## src/rtl/dsp_share_arbiter_if.sv

```systemverilog
// Requester / DSP bundle for dsp_share_arbiter.
//   req/lock/mul_en/div_en : per-requester control
//   a/b_flat, n/d_flat     : per-requester operands, requester i at slice i
//   gnt                    : registered one-hot grant (issue cycle)
//   mult_a/b, div_n/d      : operands muxed onto the shared multiplier / divider
//   mult_p, div_q          : results coming back from the shared units
//   p/q_valid, p/q_tag     : result strobe and owning requester index
// slave modport is the arbiter side; master is the requester/DSP side.
interface dsp_share_arbiter_if #(parameter int N_REQ = 4);
  localparam int TAG_W = $clog2(N_REQ);

  logic [N_REQ-1:0]    req, lock, mul_en, div_en;
  logic [N_REQ*32-1:0] a_flat, b_flat;
  logic [N_REQ*48-1:0] n_flat, d_flat;
  logic [N_REQ-1:0]    gnt;
  logic [31:0]         mult_a, mult_b;
  logic [47:0]         div_n, div_d;
  logic [63:0]         mult_p;
  logic [47:0]         div_q;
  logic                p_valid, q_valid;
  logic [TAG_W-1:0]    p_tag, q_tag;

  modport slave (
    input  req, lock, mul_en, div_en, a_flat, b_flat, n_flat, d_flat, mult_p, div_q,
    output gnt, mult_a, mult_b, div_n, div_d, p_valid, p_tag, q_valid, q_tag
  );

  modport master (
    output req, lock, mul_en, div_en, a_flat, b_flat, n_flat, d_flat, mult_p, div_q,
    input  gnt, mult_a, mult_b, div_n, div_d, p_valid, p_tag, q_valid, q_tag
  );
endinterface

```

## src/rtl/dsp_share_arbiter.sv

```systemverilog
// Time-shares one 32x32 multiplier and one 48/48 divider among N_REQ requesters.
// Registered round-robin grant with optional burst lock (up to MAX_LOCK grants),
// operand mux onto the shared units, and {valid,tag} pipelines that mark each
// result with its owner as it leaves the unit.
// Ports:
//   clk, rst     : clock, synchronous active-high reset
//   bus (slave)  : requester controls/operands, grant, DSP operands/results,
//                  tagged result strobes (see dsp_share_arbiter_if)
//   stall_max_o  : longest req-to-gnt wait seen, saturating (stats build only)
//   issue_cnt_o  : number of non-null issues, wrapping (stats build only)
// Optional feature macro: DSP_ARB_STATS_EN adds stall_max_o / issue_cnt_o.
module dsp_share_arbiter #(
  parameter int N_REQ    = 4,
  parameter int MULT_LAT = 3,
  parameter int DIV_LAT  = 8,
  parameter int MAX_LOCK = 4
) (
  input  logic clk,
  input  logic rst,
  dsp_share_arbiter_if.slave bus
`ifdef DSP_ARB_STATS_EN
  ,
  output logic [15:0] stall_max_o,
  output logic [31:0] issue_cnt_o
`endif
);
  localparam int TAG_W = $clog2(N_REQ);
  localparam int CNT_W = $clog2(MAX_LOCK) + 1;
  localparam int P_ST  = MULT_LAT - 1;
  localparam int Q_ST  = DIV_LAT - 1;

  logic [N_REQ-1:0] gnt_q, gnt_d;
  logic [TAG_W-1:0] ptr_q, ptr_d;
  logic [CNT_W-1:0] lock_cnt_q, lock_cnt_d;
  logic             hold, found;
  logic [N_REQ-1:0] elig;

  // Grant selection. The current holder is excluded from elig unless it keeps
  // the lock, so nobody wins two cycles in a row without locking.
  always_comb begin
    hold       = (|(gnt_q & bus.lock & bus.req)) && (lock_cnt_q < CNT_W'(MAX_LOCK - 1));
    elig       = bus.req & ~(gnt_q & ~{N_REQ{hold}});
    gnt_d      = '0;
    ptr_d      = ptr_q;
    lock_cnt_d = '0;
    found      = 1'b0;
    if (hold) begin
      gnt_d      = gnt_q;
      lock_cnt_d = lock_cnt_q + 1'b1;
    end else begin
      // Two passes: indices at/above ptr first, then wrap to the low ones.
      for (int i = 0; i < N_REQ; i++) begin
        if (!found && elig[i] && (TAG_W'(i) >= ptr_q)) begin
          found    = 1'b1;
          gnt_d[i] = 1'b1;
          ptr_d    = (i == N_REQ - 1) ? '0 : TAG_W'(i + 1);
        end
      end
      for (int i = 0; i < N_REQ; i++) begin
        if (!found && elig[i]) begin
          found    = 1'b1;
          gnt_d[i] = 1'b1;
          ptr_d    = (i == N_REQ - 1) ? '0 : TAG_W'(i + 1);
        end
      end
    end
  end

  always_ff @(posedge clk) begin
    if (rst) begin
      gnt_q      <= '0;
      ptr_q      <= '0;
      lock_cnt_q <= '0;
    end else begin
      gnt_q      <= gnt_d;
      ptr_q      <= ptr_d;
      lock_cnt_q <= lock_cnt_d;
    end
  end

  // Operand mux (AND-OR over the one-hot grant) and owner encode.
  logic [31:0]      mux_a, mux_b;
  logic [47:0]      mux_n, mux_d;
  logic [TAG_W-1:0] issue_tag;
  logic             mul_issue, div_issue;

  always_comb begin
    mux_a     = '0;
    mux_b     = '0;
    mux_n     = '0;
    mux_d     = '0;
    issue_tag = '0;
    for (int i = 0; i < N_REQ; i++) begin
      mux_a = mux_a | ({32{gnt_q[i]}} & bus.a_flat[i*32 +: 32]);
      mux_b = mux_b | ({32{gnt_q[i]}} & bus.b_flat[i*32 +: 32]);
      mux_n = mux_n | ({48{gnt_q[i]}} & bus.n_flat[i*48 +: 48]);
      mux_d = mux_d | ({48{gnt_q[i]}} & bus.d_flat[i*48 +: 48]);
      if (gnt_q[i]) issue_tag = TAG_W'(i);
    end
  end

  assign mul_issue = |(gnt_q & bus.mul_en);
  assign div_issue = |(gnt_q & bus.div_en);

  // Result tracking: {valid,tag} walks alongside the op through each unit.
  logic [P_ST:0]    p_vld_pipe;
  logic [TAG_W-1:0] p_tag_pipe [P_ST+1];
  logic [Q_ST:0]    q_vld_pipe;
  logic [TAG_W-1:0] q_tag_pipe [Q_ST+1];

  always_ff @(posedge clk) begin
    if (rst) begin
      p_vld_pipe <= '0;
      q_vld_pipe <= '0;
      for (int k = 0; k <= P_ST; k++) p_tag_pipe[k] <= '0;
      for (int k = 0; k <= Q_ST; k++) q_tag_pipe[k] <= '0;
    end else begin
      p_vld_pipe[0] <= mul_issue;
      p_tag_pipe[0] <= issue_tag;
      for (int k = 1; k <= P_ST; k++) begin
        p_vld_pipe[k] <= p_vld_pipe[k-1];
        p_tag_pipe[k] <= p_tag_pipe[k-1];
      end
      q_vld_pipe[0] <= div_issue;
      q_tag_pipe[0] <= issue_tag;
      for (int k = 1; k <= Q_ST; k++) begin
        q_vld_pipe[k] <= q_vld_pipe[k-1];
        q_tag_pipe[k] <= q_tag_pipe[k-1];
      end
    end
  end

  assign bus.gnt     = gnt_q;
  assign bus.mult_a  = mux_a;
  assign bus.mult_b  = mux_b;
  assign bus.div_n   = mux_n;
  assign bus.div_d   = mux_d;
  assign bus.p_valid = p_vld_pipe[P_ST];
  assign bus.p_tag   = p_tag_pipe[P_ST];
  assign bus.q_valid = q_vld_pipe[Q_ST];
  assign bus.q_tag   = q_tag_pipe[Q_ST];

`ifdef DSP_ARB_STATS_EN
  // Per-requester wait counters: count cycles of req without gnt, sampled
  // into stall_max on the grant cycle, then cleared.
  logic [15:0] wait_q [N_REQ];
  logic [15:0] stall_max_q;
  logic [31:0] issue_cnt_q;

  always_ff @(posedge clk) begin
    if (rst) begin
      for (int i = 0; i < N_REQ; i++) wait_q[i] <= '0;
      stall_max_q <= '0;
      issue_cnt_q <= '0;
    end else begin
      for (int i = 0; i < N_REQ; i++) begin
        if (gnt_q[i]) begin
          if (wait_q[i] > stall_max_q) stall_max_q <= wait_q[i];
          wait_q[i] <= '0;
        end else if (!bus.req[i]) begin
          wait_q[i] <= '0;
        end else if (wait_q[i] != 16'hFFFF) begin
          wait_q[i] <= wait_q[i] + 16'd1;
        end
      end
      if (mul_issue || div_issue) issue_cnt_q <= issue_cnt_q + 32'd1;
    end
  end

  assign stall_max_o = stall_max_q;
  assign issue_cnt_o = issue_cnt_q;
`endif
endmodule

```

## src/flat_wrapper.sv

```systemverilog
// flat-port wrapper written by rule: the top's interface ports become plain ports
module dsp_share_arbiter_flat 
#(
  parameter int N_REQ    = 4,
  parameter int MULT_LAT = 3,
  parameter int DIV_LAT  = 8,
  parameter int MAX_LOCK = 4
)
  (clk, rst, bus_req, bus_lock, bus_mul_en, bus_div_en, bus_a_flat, bus_b_flat, bus_n_flat, bus_d_flat, bus_mult_p, bus_div_q, bus_gnt, bus_mult_a, bus_mult_b, bus_div_n, bus_div_d, bus_p_valid, bus_p_tag, bus_q_valid, bus_q_tag);
  dsp_share_arbiter_if #(.N_REQ(N_REQ)) bus_i ();
  input  logic clk;
  input  logic rst;
  input wire logic [$bits(bus_i.req)-1:0] bus_req;
  input wire logic [$bits(bus_i.lock)-1:0] bus_lock;
  input wire logic [$bits(bus_i.mul_en)-1:0] bus_mul_en;
  input wire logic [$bits(bus_i.div_en)-1:0] bus_div_en;
  input wire logic [$bits(bus_i.a_flat)-1:0] bus_a_flat;
  input wire logic [$bits(bus_i.b_flat)-1:0] bus_b_flat;
  input wire logic [$bits(bus_i.n_flat)-1:0] bus_n_flat;
  input wire logic [$bits(bus_i.d_flat)-1:0] bus_d_flat;
  input wire logic [$bits(bus_i.mult_p)-1:0] bus_mult_p;
  input wire logic [$bits(bus_i.div_q)-1:0] bus_div_q;
  output wire logic [$bits(bus_i.gnt)-1:0] bus_gnt;
  output wire logic [$bits(bus_i.mult_a)-1:0] bus_mult_a;
  output wire logic [$bits(bus_i.mult_b)-1:0] bus_mult_b;
  output wire logic [$bits(bus_i.div_n)-1:0] bus_div_n;
  output wire logic [$bits(bus_i.div_d)-1:0] bus_div_d;
  output wire logic [$bits(bus_i.p_valid)-1:0] bus_p_valid;
  output wire logic [$bits(bus_i.p_tag)-1:0] bus_p_tag;
  output wire logic [$bits(bus_i.q_valid)-1:0] bus_q_valid;
  output wire logic [$bits(bus_i.q_tag)-1:0] bus_q_tag;
  assign bus_i.req = bus_req;
  assign bus_i.lock = bus_lock;
  assign bus_i.mul_en = bus_mul_en;
  assign bus_i.div_en = bus_div_en;
  assign bus_i.a_flat = bus_a_flat;
  assign bus_i.b_flat = bus_b_flat;
  assign bus_i.n_flat = bus_n_flat;
  assign bus_i.d_flat = bus_d_flat;
  assign bus_i.mult_p = bus_mult_p;
  assign bus_i.div_q = bus_div_q;
  assign bus_gnt = bus_i.gnt;
  assign bus_mult_a = bus_i.mult_a;
  assign bus_mult_b = bus_i.mult_b;
  assign bus_div_n = bus_i.div_n;
  assign bus_div_d = bus_i.div_d;
  assign bus_p_valid = bus_i.p_valid;
  assign bus_p_tag = bus_i.p_tag;
  assign bus_q_valid = bus_i.q_valid;
  assign bus_q_tag = bus_i.q_tag;
  dsp_share_arbiter #(.N_REQ(N_REQ), .MULT_LAT(MULT_LAT), .DIV_LAT(DIV_LAT), .MAX_LOCK(MAX_LOCK)) u_core (.clk(clk), .rst(rst), .bus(bus_i));
endmodule
```

## config.mk

```make
export PLATFORM = sky130hd
export DESIGN_NAME = dsp_share_arbiter_flat
export DESIGN_NICKNAME = d
export VERILOG_FILES = /design/src/rtl/dsp_share_arbiter_if.sv /design/src/rtl/dsp_share_arbiter.sv /design/src/flat_wrapper.sv
export SDC_FILE = /design/constraint.sdc
export NUM_CORES = 1
export LEC_CHECK = 0
export ABC_CLOCK_PERIOD_IN_PS = 2000
export BUFFER_PORTS_ARGS = -buffer_cell sky130_fd_sc_hd__buf_2
export CAP_MARGIN = 25
export CORE_AREA = 4 4 364 366
export DETAILED_ROUTE_END_ITERATION = 8
export DIE_AREA = 0 0 368 370
export PLACE_DENSITY = 0.3
export SLEW_MARGIN = 25
export SYNTH_ARGS = -nofsm -noshare
export SYNTH_HDL_FRONTEND = slang
export SYNTH_SLANG_ARGS = --single-unit
```

## constraint.sdc

```tcl
create_clock -name clk -period 2 [get_ports clk]
set_clock_uncertainty 0.05 [all_clocks]
set_input_delay 0.2 -clock clk [delete_from_list [all_inputs] [get_ports clk]]
set_output_delay 0.2 -clock clk [all_outputs]
set_load 0.03 [all_outputs]
```

After elaboration in Yosys (flattened, before gate mapping):

Memories as Yosys holds them, arrays and structs flattened.
Index checks and enable logic that the tools add are counted.

* flip-flop bits (word level): 20
* RAM bits: 22
* input port bits: 770
* output and inout bits: 170
* word-level logic and storage cells: 132
* memories: 2

Memories
* u_core.q_tag_pipe: words 8, width 2, read ports 8, clocked after Yosys merged registers in 0, write ports 8, line dsp_share_arbiter.sv:109 `logic [TAG_W-1:0] q_tag_pipe [Q_ST+1];`
* u_core.p_tag_pipe: words 3, width 2, read ports 3, clocked after Yosys merged registers in 0, write ports 3, line dsp_share_arbiter.sv:107 `logic [TAG_W-1:0] p_tag_pipe [P_ST+1];`

* add/sub/neg operators: 1
* order comparisons: 5
* mux-type cells: 46
* bitwise gates (word level): 48
* reductions and logical operators: 25

Operators with widths (number)
* 48-bit bitwise AND: 8
* 48-bit OR: 6
* 32-bit bitwise AND: 8
* 32-bit OR: 6
* 2-bit two-way mux: 21
* 1-bit two-way mux: 25
* 4-bit bitwise AND: 6
* 1-bit logical AND: 12
* 4-bit OR reduction: 3
* 1-bit OR: 11
* 4-bit inverter: 2
* 8-bit nonzero test: 1
* 1-bit zero test: 7
* 1-bit by 2-bit >= comparator with 1-bit output, first input constant: 2
* 2-bit >= comparator, first input constant: 2
* 3-bit by 1-bit adder with 3-bit output, second input constant: 1
* 3-bit by 2-bit less-than comparator with 1-bit output, second input constant: 1
* 2-bit AND reduction: 1
* 2-bit OR reduction: 1
* 1-bit inverter: 1

Logic depth before layout (Yosys ltp):

Gate-level depths: netlist of the first run.

* depth in word-level cells: 42
* gate-level depth with buffers: 7
* depth with buffers taken out: 6

Worst setup path before layout of the first run:

No wires, ideal clock.

* path kind: register to output
* start: reg u_core.gnt_q[0] (netlist: u_core.bus.gnt[0])
* end: out bus_mult_a[21]
* arrival: 1727 ps
* required time: 1750 ps
* path slack: 23 ps
* stages on the path, launching flop included: 6
* buffers on the path: 3
* cell sequence: dfxtp_1 clkbuf_1 clkbuf_1 clkbuf_1 a22oi_1 nand2_1

* word-level cells in the longest chain between the ends: 4

Ends and longest elaborated chain
* start: declaration: line dsp_share_arbiter.sv:32 `logic [N_REQ-1:0] gnt_q, gnt_d;`
* start signal: assignment: line dsp_share_arbiter.sv:75 `gnt_q <= gnt_d;`
* 32-bit bitwise AND: line dsp_share_arbiter.sv:94 `mux_a = mux_a | ({32{gnt_q[i]}} & bus.a_flat[i*32 +: 32]);`
* 32-bit OR (3 in a row): line dsp_share_arbiter.sv:94
* end: declaration: line flat_wrapper.sv:24 `output wire logic [$bits(bus_i.mult_a)-1:0] bus_mult_a;`

Every way passes these cells.

Final worst setup path of the first run:

* start: reg u_core.gnt_q[0] (netlist: u_core.bus.gnt[0])
* end: out bus_div_d[45]

* word-level cells in the longest chain between the ends: 4

Ends and longest elaborated chain
* 48-bit bitwise AND: line dsp_share_arbiter.sv:97 `mux_d = mux_d | ({48{gnt_q[i]}} & bus.d_flat[i*48 +: 48]);`
* 48-bit OR (3 in a row): line dsp_share_arbiter.sv:97
* end: declaration: line flat_wrapper.sv:27 `output wire logic [$bits(bus_i.div_d)-1:0] bus_div_d;`

Every way passes these cells.

==> flow_metrics.env, run 1 <==
export IMPL_synth_top_area_cell="a22oi_1"
export IMPL_switching_power_uw=5374
export IMPL_hold_end="u_core.bus.gnt[2]$_SDFFE_PP0N_"
export IMPL_crit_type="flip-flop to primary output"
export IMPL_die_h_um=370
export IMPL_crit_required_ps=1750
export IMPL_initial_core_util_pct=3.683
export IMPL_yosysUniqueCellTypes=47
export IMPL_powerDensity_mw_per_mm2=756.7
export IMPL_fin_nets=2303
export IMPL_power_share_switching_pct=55.67
export IMPL_antenna_found_initial=28
export IMPL_place_inst=3250
export IMPL_totalWireLength_um=63730
export IMPL_ys_flop_type="dfxtp_1"
export IMPL_syn2layout_area_growth_pct=168.2
export IMPL_clock_latency_ps=280
export IMPL_final_area_mm2=0.01276
export IMPL_grt_pass1_vias=9369
export IMPL_critPathCaptureType="primary output"
export IMPL_wl_per_cell_um=19.44
export IMPL_slew_violations=0
export IMPL_fin_crit_sh_pct=105.6
export IMPL_synth_top_cell_area_share_pct=51.13
export IMPL_setup_ws_ps=-112.9
export IMPL_finalHoldViolations=0
export IMPL_worst_pin_slew_ps=549.1
export IMPL_cts_sinks=36
export IMPL_startpoint="u_core.bus.gnt[0]$_SDFFE_PP0N_"
export IMPL_drc_errors=0
export IMPL_cts_buffer_depth=2
export IMPL_viasPerCell=2.896
export IMPL_first_pass_iters=5
export IMPL_crit_arrival_ps=1860
export IMPL_ys_seq_area_share_pct=15.15
export IMPL_ant_nets=0
export IMPL_drv_cap=0
export IMPL_synthCells=697
export IMPL_synth_edf_count=0
export IMPL_async_flop_share_pct=0
export IMPL_violations="negative setup slack"
export IMPL_seqPwrFrac_pct=8.8
export IMPL_fmax_mhz=473.3
export IMPL_r2r_slack_ps=40
export IMPL_vias=9496
export IMPL_synth_avg_cell_area_um2=6.825
export IMPL_min_period_ps=2113
export IMPL_ys_top_cells_by_area="a22oi_1, dfxtp_1, nand2_1"
export IMPL_clk_pin_slew_ps=60
export IMPL_io_buffers=827
export IMPL_grt_max_degree=61
export IMPL_crit_path_start_kind="flip-flop"
export IMPL_dieArea_mm2=0.1362
export IMPL_grt_pass1_wl_um=78670
export IMPL_routabilityCongestion=0.8150
export IMPL_drt_iter0_drc=604
export IMPL_setup_viol_count_final=2
export IMPL_p_leak_uw=0.005989
export IMPL_synth_most_common_cell="a22oi_1"
export IMPL_place_ws_ps=25.23
export IMPL_place_area_mm2=0.01170
export IMPL_ios=940
export IMPL_cts_max_level=2
export IMPL_root_buffer="clkbuf_16"
export IMPL_cp_max_fo=28
export IMPL_hold_depth=2
export IMPL_reg2regPathDepth=6
export IMPL_yosys_top_cells_count="a22oi_1, nand2_1, clkbuf_1"
export IMPL_power_frac_comb_pct=82.6
export IMPL_ys_ff_latch=36
export IMPL_status="complete, but fails checks"
export IMPL_r2r_end="u_core.ptr_q[0]$_SDFFE_PP0P_"
export IMPL_drive_gt1_share_pct=65.43
export IMPL_core_mm2=0.1292
export IMPL_relSlewSlack_pct=63.39
export IMPL_cts_tree="done"
export IMPL_hold_ws_ps=159.6
export IMPL_syn_nets=1468
export IMPL_stdcell_count=3279
export IMPL_p_int_uw=4279
export IMPL_synth_area_mm2=0.004757
export IMPL_yosys_warnings=0
export IMPL_cts_buffers=5
export IMPL_worst_ir_drop_vdd_mv=0.3328
export IMPL_r2r_start="u_core.bus.gnt[1]$_SDFFE_PP0N_"
export IMPL_clock_power_share_pct=8.7
export IMPL_grt_use_total_pct=8.294
export IMPL_rsz0062_at_grt="true"
export IMPL_num_rows=132
export IMPL_overflow=0
export IMPL_min_from="rst"
export IMPL_dpl_hpwl_um=53630
export IMPL_hp_class="input pin to flip-flop"
export IMPL_die_x_um=368
## stage by stage
stage | utilization, % | setup TNS, ps | total power (uW)
6_report | 9.878 | -172.0 | 9653
5_1_grt | 9.872 | -590.5 | 10320
4_1_cts | 9.526 | -132.7 | 9513
3_5_place_dp | 9.055 | 0 | 8155
3_3_place_gp | 9.055 | 0 | 8204
2_1_floorplan | - | 0 | 4398
## kinds of logic after synthesis
| group | share of synthesized area (%) |
|---|---|
| buffers and inverters | 7.470 |
| xor gates and xnor gates | 0.1841 |
| and+or+nand+nor | 18.86 |
| adders and majority gates | 0.2630 |
| DFF | 15.15 |
| AOI/OAI and AO/OA | 58.07 |
## power groups by stage
stage | Combinational [uW] | Sequential, uW | Clock (uW)
2_1_floorplan | 3570 | 832 | 0
3_3_place_gp | 7360 | 842 | 0
3_5_place_dp | 7320 | 840 | 0
4_1_cts | 7780 | 851 | 878
5_1_grt | 8550 | 858 | 909
6_report | 7970 | 846 | 835
## timing repair
action	4_1_cts	5_1_grt
hold buffers	0	0
pin swaps	9	19
buffers inserted	7	3
resized for setup	70	81
endpoints found under the setup margin	32	87
gates cloned	4	5
hold endpoints to repair	0	0
## registers in the layout (all words and copies together), names as in the netlist
signal / flops
u_core.q_tag_pipe: 16
u_core.q_vld_pipe: 8
u_core.bus.gnt: 4
u_core.lock_cnt_q: 3
u_core.p_vld_pipe: 3
u_core.ptr_q: 2
## worst max-delay path by stage
stage / end / slack, ps
5_1_grt: bus_div_n[37] / -60
3_3_place_gp: u_core.bus.gnt[2]$_SDFFE_PP0N_ / 20
2_1_floorplan: bus_mult_a[21] / 20
6_report: bus_div_d[45] / -110
3_5_place_dp: u_core.bus.gnt[2]$_SDFFE_PP0N_ / 30
4_1_cts: bus_div_d[39] / -40
## routing by layer
layer	wire, um	vias to the layer above	track usage, %
met5	138	-	0
met4	718	20	0.9639
met3	8615	48	4.237
met2	29610	544	13.65
met1	24650	4461	9.923
li1	-	4423	-
## worst max-delay path: stages (launching register included)
cell and delay, ps:
dfxtp_4 420, bufbuf_16 350, a22oi_1 470, nand2_1 110
buf_2 200
## cell type report
| type | count | area (um^2) |
|---|---|---|
| repair buffers | 911 | 5648 |
| diodes | 4 | 10.01 |
| clock inverters | 2 | 11.26 |
| fillers | 15240 | 116400 |
| flip-flops and latches | 36 | 735.7 |
| well taps | 1742 | 2180 |
| multi-input cells | 573 | 4004 |
| clock buffers | 6 | 150.1 |
| inverters | 5 | 18.77 |
## placed cells by master, fill, tap and decap left out, types with 3 or more instances in the layout
cell type / instances
clkbuf_16: 11
inv_1: 4
buf_2: 776
bufbuf_16: 4
a22oi_1: 283
buf_6: 26
buf_4: 60
nand2_1: 147
clkbuf_4: 5
nor2_1: 4
diode_2: 4
dfxtp_1: 32
buf_12: 28
dfxtp_4: 4
nor2b_1: 23
buf_16: 5
nand2_2: 18
nand2b_1: 3
a22oi_2: 41
a21oi_1: 7
(Power assumes the default switching activity.)
==> run 2, diff against run 1 <==
SKIP_LAST_GASP = 1   (was unset)
==> flow_metrics.env, run 2 (synthesized netlist as in run 1, its figures left out) <==
export IMPL_fmax_mhz=477.2
export IMPL_hp_class="input pin to flip-flop"
export IMPL_crit_type="flip-flop to primary output"
export IMPL_io_buffers=827
export IMPL_rsz0062_at_grt="true"
export IMPL_grt_pass1_wl_um=78670
export IMPL_die_h_um=370
export IMPL_final_area_mm2=0.01255
export IMPL_viasPerCell=2.881
export IMPL_drv_cap=0
export IMPL_dpl_hpwl_um=53630
export IMPL_first_pass_iters=5
export IMPL_overflow=0
export IMPL_num_rows=132
export IMPL_worst_pin_slew_ps=589.2
export IMPL_cts_buffer_depth=2
export IMPL_violations="negative setup slack"
export IMPL_crit_path_top_delay_cell="a22oi_1"
export IMPL_wl_per_cell_um=19.34
export IMPL_relSlewSlack_pct=60.72
export IMPL_drc_errors=0
export IMPL_totalWireLength_um=63330
export IMPL_worst_ir_drop_vdd_mv=0.3236
export IMPL_top_register="u_core.q_tag_pipe"
export IMPL_crit_family="compound AO/OA/AOI/OAI gates"
export IMPL_crit_path_start_kind="flip-flop"
export IMPL_total_power_uw=9499
export IMPL_cpMostUsedCell="buf_12"
export IMPL_setup_viol_count_final=3
export IMPL_place_area_mm2=0.01170
export IMPL_cp_max_fo=20
export IMPL_r2r_slack_ps=90
export IMPL_grt_pass1_vias=9359
export IMPL_root_buffer="clkbuf_16"
export IMPL_drt_iter0_drc=592
export IMPL_powerDensity_mw_per_mm2=756.6
export IMPL_grt_use_total_pct=8.294
export IMPL_fin_crit_sh_pct=104.8
export IMPL_final_common_cell="buf_2"
export IMPL_min_period_ps=2096
export IMPL_critPathCaptureType="primary output"
export IMPL_status="complete, but fails checks"
export IMPL_antenna_found_initial=26
export IMPL_crit_buf_inv=3
export IMPL_die_x_um=368
export IMPL_grt_max_degree=61
export IMPL_routabilityCongestion=0.8150
export IMPL_met3_usage_pct=4.237
export IMPL_ant_nets=0
export IMPL_syn2layout_area_growth_pct=163.9
export IMPL_tns_ps=-109.4
export IMPL_cts_sinks=36
export IMPL_vias=9432
export IMPL_cts_buffers=5
export IMPL_finalHoldViolations=0
export IMPL_core_mm2=0.1292
export IMPL_met1_usage_pct=9.926
export IMPL_grtUsageMet2_pct=13.65
export IMPL_hold_ws_ps=155.6
export IMPL_drive_gt1_share_pct=64.37
export IMPL_clk_pin_slew_ps=50
export IMPL_slowest_delay_ps=520
export IMPL_fin_nets=2297
export IMPL_clock_latency_ps=280
export IMPL_slew_violations=0
export IMPL_cts_max_level=2
export IMPL_ios=940
export IMPL_setup_ws_ps=-95.53
export IMPL_crit_arrival_ps=1850
export IMPL_dieArea_mm2=0.1362
export IMPL_crit_required_ps=1750
export IMPL_final_cell_mix="buf_2, a22oi_1, nand2_1, buf_4, a22oi_2"
export IMPL_largest_reg_flops=16
export IMPL_cts_tree="done"
export IMPL_p_leak_uw=0.005924
export IMPL_post_route_util_pct=9.721
export IMPL_crit_chain="buf_12 -> buf_12 -> a22oi_1 -> nand2_1 -> buf_2"
export IMPL_grt_busiest_layer="met2"
export IMPL_initial_core_util_pct=3.683
==> run 2: cell count changes in the layout (fill, tap and decap cells not counted), moves of 2 or more <==
cell | previous run | this run
nand2_1 | 147 | 152
buf_6 | 26 | 16
a22oi_1 | 283 | 289
clkbuf_16 | 11 | 9
a22oi_2 | 41 | 35
buf_4 | 60 | 65
nand2_2 | 18 | 13
==> run 2: worst register-to-register path: cells and delay by family (launching register included) <==
family                 cells  cell delay, ps
AOI/OAI and AO/OA          4             950
buffers and inverters      1             200
DFF                        1             410
and+or+nand+nor            1             190
==> run 2: worst paths after layout <==
path                                        start                              end  cells after the start
setup reg to reg   u_core.bus.gnt[1]$_SDFFE_PP0N_     u_core.ptr_q[0]$_SDFFE_PP0P_                      6
setup / recovery   u_core.bus.gnt[2]$_SDFFE_PP0N_                    bus_div_d[44]                      5
hold / removal                                rst   u_core.bus.gnt[2]$_SDFFE_PP0N_                      2
hold reg to reg   u_core.q_vld_pipe[5]$_SDFF_PP0_  u_core.q_vld_pipe[6]$_SDFF_PP0_                      1
==> run 2: repair_timing <==
action                     4_1_cts  5_1_grt
resized for setup               54       70
setup endpoints to repair       32       91
gates cloned                     4        3
buffers inserted                 7        0
hold buffers                     0        0
pin swaps                        9       11
==> run 2: layout make-up <==
class | instances | area [um^2]
Timing Repair Buffer | 905 | 5513
Multi-Input combinational cell | 573 | 3934
Inverter | 5 | 18.77
Tap cell | 1742 | 2180
Sequential cell | 36 | 735.7
Fill cell | 15260 | 116600
Clock buffer | 6 | 150.1
Clock inverter | 2 | 11.26
Antenna cell | 5 | 12.51
==> run 2: through the flow <==
step | setup WS [ps] | std cells
2_1_floorplan | 22.59 | 697
3_3_place_gp | 15.87 | 3250
3_5_place_dp | 25.23 | 3250
4_1_cts | -53.89 | 3267
5_1_grt | -52.60 | 3270
6_report | -95.53 | 3274
==> run 2: report_power, final <==
group          leakage, uW  switching [uW]  internal, uW
clock            0.0000823             301           535
sequential        0.000295            76.9           770
combinational      0.00555            4950          2860
==> run 2: per-layer routing <==
layer / vias up / part of all wire, %
li1: 4409 / -
met1: 4447 / 39
met2: 509 / 46
met3: 49 / 13
met4: 18 / 1.2
met5: - / 0.20
